[src/rtl/kp_color_threshold.sv]
// kp_color_threshold
//   Colour-detection stage fed by the R/G/B Gaussian output buffers. Reads one
//   sample per channel in lock-step, tests each pixel against inclusive
//   per-channel [min, max] windows and writes a mask byte (0xFF match, 0x00 no
//   match) into a downstream FIFO. Counts matching pixels per frame and
//   publishes the count when the frame's last pixel is written.
//
// Ports
//   i_clk, i_rstn            clock, asynchronous active-low reset
//   i_enable                 1 = issue reads, 0 = stop reading and drain
//   i_flush                  synchronous clear of pipeline and frame counters
//   i_{r,g,b}_data           channel read data, valid the cycle after rd
//   i_{r,g,b}_almostempty    channel buffer almost-empty flags
//   o_{r,g,b}_rd             channel read strobes (always identical)
//   i_{r,g,b}_{min,max}      inclusive thresholds, quasi-static
//   i_almostfull             downstream FIFO almost-full
//   o_wr, o_data             downstream FIFO write strobe and mask byte
//   o_frame_done             pulse with the write of a frame's last pixel
//   o_match_count            matching pixels in the last completed frame
module kp_color_threshold #(
  parameter int FRAME_PIXELS = 307200,
  parameter int CNT_WIDTH    = 19
) (
  input  logic                 i_clk,
  input  logic                 i_rstn,
  input  logic                 i_enable,
  input  logic                 i_flush,
  input  logic [7:0]           i_r_data,
  input  logic [7:0]           i_g_data,
  input  logic [7:0]           i_b_data,
  input  logic                 i_r_almostempty,
  input  logic                 i_g_almostempty,
  input  logic                 i_b_almostempty,
  output logic                 o_r_rd,
  output logic                 o_g_rd,
  output logic                 o_b_rd,
  input  logic [7:0]           i_r_min,
  input  logic [7:0]           i_r_max,
  input  logic [7:0]           i_g_min,
  input  logic [7:0]           i_g_max,
  input  logic [7:0]           i_b_min,
  input  logic [7:0]           i_b_max,
  input  logic                 i_almostfull,
  output logic                 o_wr,
  output logic [7:0]           o_data,
  output logic                 o_frame_done,
  output logic [CNT_WIDTH-1:0] o_match_count
);

  typedef enum logic {IDLE, ACTIVE} state_t;

  localparam logic [CNT_WIDTH-1:0] LAST_PIX = CNT_WIDTH'(FRAME_PIXELS - 1);
  localparam logic [CNT_WIDTH-1:0] CNT_ONE  = CNT_WIDTH'(1);

  // Unsigned inclusive window test; an inverted window (lo > hi) can never hold.
  function automatic logic in_window(input logic [7:0] x,
                                     input logic [7:0] lo,
                                     input logic [7:0] hi);
    return (x >= lo) && (x <= hi);
  endfunction

  state_t               state;
  logic                 rd_p0;
  logic                 vld_p1;
  logic                 wr_p2;
  logic [7:0]           data_p2;
  logic                 done_p2;
  logic [CNT_WIDTH-1:0] pix_cnt;
  logic [CNT_WIDTH-1:0] match_acc;
  logic [CNT_WIDTH-1:0] match_count;
  logic                 go;
  logic                 match_p1;

  // A single almost-empty channel stalls all three so the channels stay aligned.
  assign go = i_enable & ~i_r_almostempty & ~i_g_almostempty & ~i_b_almostempty
            & ~i_almostfull;

  assign match_p1 = in_window(i_r_data, i_r_min, i_r_max)
                  & in_window(i_g_data, i_g_min, i_g_max)
                  & in_window(i_b_data, i_b_min, i_b_max);

  // ---- stage p0: read issue ----
  always_ff @(posedge i_clk or negedge i_rstn) begin
    if (!i_rstn) begin
      state <= IDLE;
      rd_p0 <= 1'b0;
    end else if (i_flush) begin
      state <= IDLE;
      rd_p0 <= 1'b0;
    end else begin
      case (state)
        IDLE: begin
          if (go) begin
            rd_p0 <= 1'b1;
            state <= ACTIVE;
          end else begin
            rd_p0 <= 1'b0;
          end
        end
        ACTIVE: begin
          rd_p0 <= go;
          if (!go) state <= IDLE;
        end
        default: begin
          rd_p0 <= 1'b0;
          state <= IDLE;
        end
      endcase
    end
  end

  // ---- stage p1: channel data valid ----
  always_ff @(posedge i_clk or negedge i_rstn) begin
    if (!i_rstn) begin
      vld_p1 <= 1'b0;
    end else if (i_flush) begin
      vld_p1 <= 1'b0;
    end else begin
      vld_p1 <= rd_p0;
    end
  end

  // ---- stage p2: mask write and frame accounting ----
  always_ff @(posedge i_clk or negedge i_rstn) begin
    if (!i_rstn) begin
      wr_p2       <= 1'b0;
      data_p2     <= 8'h00;
      done_p2     <= 1'b0;
      pix_cnt     <= '0;
      match_acc   <= '0;
      match_count <= '0;
    end else if (i_flush) begin
      // The published count of the last completed frame survives a flush.
      wr_p2     <= 1'b0;
      done_p2   <= 1'b0;
      pix_cnt   <= '0;
      match_acc <= '0;
    end else begin
      wr_p2   <= vld_p1;
      done_p2 <= 1'b0;
      if (vld_p1) begin
        data_p2 <= match_p1 ? 8'hFF : 8'h00;
        if (pix_cnt == LAST_PIX) begin
          done_p2     <= 1'b1;
          match_count <= match_acc + (match_p1 ? CNT_ONE : '0);
          pix_cnt     <= '0;
          match_acc   <= '0;
        end else begin
          pix_cnt   <= pix_cnt + CNT_ONE;
          match_acc <= match_acc + (match_p1 ? CNT_ONE : '0);
        end
      end
    end
  end

  assign o_r_rd        = rd_p0;
  assign o_g_rd        = rd_p0;
  assign o_b_rd        = rd_p0;
  assign o_wr          = wr_p2;
  assign o_data        = data_p2;
  assign o_frame_done  = done_p2;
  assign o_match_count = match_count;

endmodule
[config.mk]
export PLATFORM = sky130hd
export DESIGN_NAME = kp_color_threshold
export DESIGN_NICKNAME = d
export VERILOG_FILES = /design/src/rtl/kp_color_threshold.sv
export SDC_FILE = /design/constraint.sdc
export NUM_CORES = 1
export LEC_CHECK = 0
export BUFFER_PORTS_ARGS = -buffer_cell sky130_fd_sc_hd__buf_2
export CORE_UTILIZATION = 50
export DETAILED_ROUTE_END_ITERATION = 10
export PLACE_DENSITY = 0.76
export SKIP_CTS_REPAIR_TIMING = 1
export SLEW_MARGIN = 20
export SYNTH_ARGS = -nofsm -noshare
export SYNTH_HDL_FRONTEND = slang
export SYNTH_SLANG_ARGS = --single-unit
[constraint.sdc]
create_clock -name i_clk -period 2.18 [get_ports i_clk]
set_input_delay 0.218 -clock i_clk [delete_from_list [all_inputs] [get_ports i_clk]]
set_output_delay 0.218 -clock i_clk [all_outputs]
set_load 0.01 [all_outputs]
==> impl_metrics.py <==
metrics = {
    "status": {
        "status": "complete, but fails checks",
        "violations": "setup timing",
    },
    "logic_synthesis": {
        "synth-xor-area-share_pct": 4.210,
        "postSynthAreaPerCell_um2": 8.618,
        "synth_compound_area_share_pct": 16.64,
        "synthFlopType": "dfrtp_1",
        "synthSimpleGateAreaFrac_pct": 20.42,
        "synth_mux_area_share_pct": 0,
        "synth_fp_nets": 638,
        "syn_area_um2": 4369,
        "async_flop_share_pct": 100.0,
        "synth_seq_cells": 62,
        "synthTopCellsByCount": "nand2_1 (68), dfrtp_1 (62), ha_1 (51), inv_1 (51), o21ai_1 (40)",
        "ys_seq_area_share_pct": 35.51,
        "synthAdderAreaFrac_pct": 14.60,
        "ys_top_cells_by_area": "dfrtp_1 (36%), ha_1 (15%), nand2_1 (5.8%), o21ai_1 (4.6%), inv_1 (4.4%)",
        "yosys_warnings": 0,
        "synth_edf_count": 0,
        "yosysTopAreaCell": "dfrtp_1",
        "syn_inst": 507,
        "netlist.area_leader.share_pct": 35.51,
        "synth_cell_types": 49,
        "synth_top_family_by_area": "simple AND/OR/NAND/NOR gates",
        "synthMostInstantiatedCell": "nand2_1",
    },
    "routing": {
        "routed_via_density": 5.372,
        "route.detailed.drc": 0,
        "wl_per_cell_um": 14.39,
        "vias": 4099,
        "ant_nets": 0,
        "drt_iter0_markers": 164,
        "firstDrtPassIters": 4,
        "wl_mm": 10.98,
    },
    "cts": {
        "clockBufferDepth": 2,
        "h-tree-depth": 3,
        "path_clk_slew_ns": 0.08,
        "cts_tree": "built",
        "cts_sinks": 62,
        "cts-root-buf": "clkbuf_8",
        "clock_latency_ns": 0.36,
        "cts_made_buffers": 9,
    },
    "layout": {
        "fin_nets": 784,
        "multi_input_comb_area_um2": 3045,
        "regArea_um2": 1551,
        "drive_gt1_share_pct": 40.88,
        "areaGrowthSynthToFinish_pct": 41.38,
        "nFillCells": 582,
        "antennaDiodeCount": 0,
    },
    "power_and_ir_drop": {
        "clkPwrFrac_pct": 40.4,
        "pwr-share-comb_pct": 18.4,
        "power.leakage_nw": 2.970,
        "p_sw_mw": 0.7374,
        "seqPwrFrac_pct": 41.2,
        "p_per_area_nw_per_um2": 452.6,
        "peakVddDrop_v": 0.0004640,
        "total_power_mw": 2.796,
        "switching_share_pct": 26.37,
        "p_int_mw": 2.058,
    },
    "critical_path": {
        "r2r_slack_ns": 0.13,
        "timing_worst_setup_path_type": "in2reg",
        "critPathMaxFanout": 3,
        "required_ns": 2.42,
        "r2r_cells": 6,
        "r2r-end": "match_acc[2]$_DFFE_PN0P_",
        "start_kind": "primary input",
        "r2r-start": "pix_cnt[18]$_DFFE_PN0P_",
        "crit_arrival_ns": 2.85,
        "end_kind": "flip-flop",
    },
    "placement": {
        "dp_hpwl_mm": 7.442,
        "io_buffers": 111,
        "place_congestion": 0.8899,
        "post-place-ws_ns": -0.9675,
    },
    "min_path": {
        "worstHoldEndpoint": "o_b_rd$_DFF_PN0_",
        "worstHoldStart": "i_almostfull",
        "hold_depth": 3,
        "hold_path_class": "in2reg",
    },
    "global_route": {
        "grt_pass1_wl_mm": 16.84,
        "track_usage_pct": 23.63,
        "overflow": 0,
        "first_global_vias": 3953,
        "antenna_found_initial": 0,
        "grt_max_degree": 37,
    },
    "sta": {
        "worst_pin_slew_ns": 0.5183,
        "setup_slack_ns": -0.4289,
        "setup_viol": 29,
        "relSlewSlack_pct": 65.18,
        "fmax_ghz": 0.3833,
        "min_period_ns": 2.609,
        "hold_viol_final": 0,
        "rsz0062_at_grt": "yes",
        "clock_skew_ns": 0.009499,
        "report.final.slew_viol_count": 0,
        "post-route-period-util_pct": 119.7,
    },
    "floorplan": {
        "die_h_um": 95.48,
        "dieWidth_um": 95.48,
        "core-area_um2": 8341,
        "dieArea_um2": 9116,
        "pin_count": 112,
        "initial_core_util_pct": 52.39,
        "rows": 33,
    },
    "job": {
        "drv_cap": 0,
    },
}
==> state kept, by name, indices dropped and copies added, names as in the netlist <==
name,flops
o_match_count,19
match_acc,19
o_wr,1
o_b_rd,1
o_data,1
vld_p1,1
o_frame_done,1
pix_cnt,19
==> kinds of logic after synthesis <==
| kind of cell | after synthesis |
|---|---|
| buffers and inverters | 75 |
| AO/OA/AOI/OAI | 127 |
| AND/OR/NAND/NOR | 171 |
| flip-flops | 62 |
| adder cells (fa/ha/maj) | 51 |
| XOR/XNOR | 21 |
==> power by group through the flow <==
| stage | clock network, mW | logic, mW | registers [mW] |
|---|---|---|---|
| floorplan | 0 | 0.201 | 1.17 |
| global placement | 0 | 0.380 | 1.17 |
| detailed placement | 0 | 0.397 | 1.17 |
| CTS | 1.15 | 0.400 | 1.15 |
| global route | 1.19 | 0.577 | 1.15 |
| finish | 1.13 | 0.516 | 1.15 |
==> critical path, stage by stage <==
cell       delay [ns]
buf_2            0.09
inv_2            0.05
ha_4             0.26
nand2b_4         0.12
a2111oi_4        0.07
a2111oi_4        0.20
o22a_1           0.19
nand4_1          0.14
nor3_2           0.20
ha_2             0.25
ha_4             0.15
nand3_4          0.09
nor4_4           0.29
buf_4            0.18
buf_6            0.10
nor2_4           0.03
o21ai_1          0.15
o21ai_1          0.08
==> through the flow <==
step	util [%]	instances	setup TNS, ns	cell area [um2]	hold WS [ns]
floorplan	-	507	-8.561	4588	-0.07759
global placement	64.90	740	-21.33	5413	0.2144
detailed placement	64.90	740	-28.04	5413	0.2107
CTS	67.55	756	-14.39	5634	-0.1769
global route	74.06	763	-13.90	6177	0.1017
finish	74.06	763	-7.063	6177	0.1111
==> worst max-delay path by stage <==
stage | start | to | slack, ns
after floorplan | i_b_min[2] | match_acc[18]$_DFFE_PN0P_ | -0.47
after global placement | i_b_min[2] | match_acc[18]$_DFFE_PN0P_ | -0.78
after detailed placement | i_b_min[2] | match_acc[13]$_DFFE_PN0P_ | -0.97
after CTS | i_b_min[2] | match_acc[18]$_DFFE_PN0P_ | -0.60
after global routing | i_b_data[0] | match_acc[14]$_DFFE_PN0P_ | -0.65
final | i_g_data[0] | match_acc[14]$_DFFE_PN0P_ | -0.43
==> routing by layer <==
metal	vias to the layer above	GRT usage [%]	share of wire, %	routed length, um
li1	2043	-	-	-
met2	111	42.44	52	5750
met5	-	0	0	0
met3	23	5.981	4.8	528
met4	0	7.836	2.3	253
met1	1922	27.25	40	4444
==> area by class of cell <==
type | count | share of cell area [%]
multi-input cells | 370 | 49.30
flip-flops and latches | 62 | 25.12
repair buffers | 159 | 16.29
inverters | 51 | 3.585
well taps | 105 | 2.127
clock buffers | 9 | 2.005
clock inverters | 7 | 1.580
==> layout by cell type (no fill, tap or decap), drive strengths merged, types with 2 or more instances in the layout <==
master,Yosys,layout
nor3,7,7
a31oi,2,2
dfrtp,62,62
and4,3,3
o211ai,2,2
nor2b,4,4
dlygate4sd3,0,2
xnor2,13,13
xor2,8,8
inv,51,52
a21o,5,5
nand2,68,68
or2b,2,2
o31ai,9,9
a22o,3,3
o21ai,72,72
clkinv,0,2
buf,18,157
clkinvlp,0,2
or3,2,2
nand3,14,14
a2111oi,4,4
nor2,33,33
nor4,4,4
and2,4,4
a21oi,27,27
nand4,15,15
nand2b,5,5
bufinv,0,2
clkbuf,6,9
and3,8,8
ha,51,51
(Power assumes the default switching activity.)
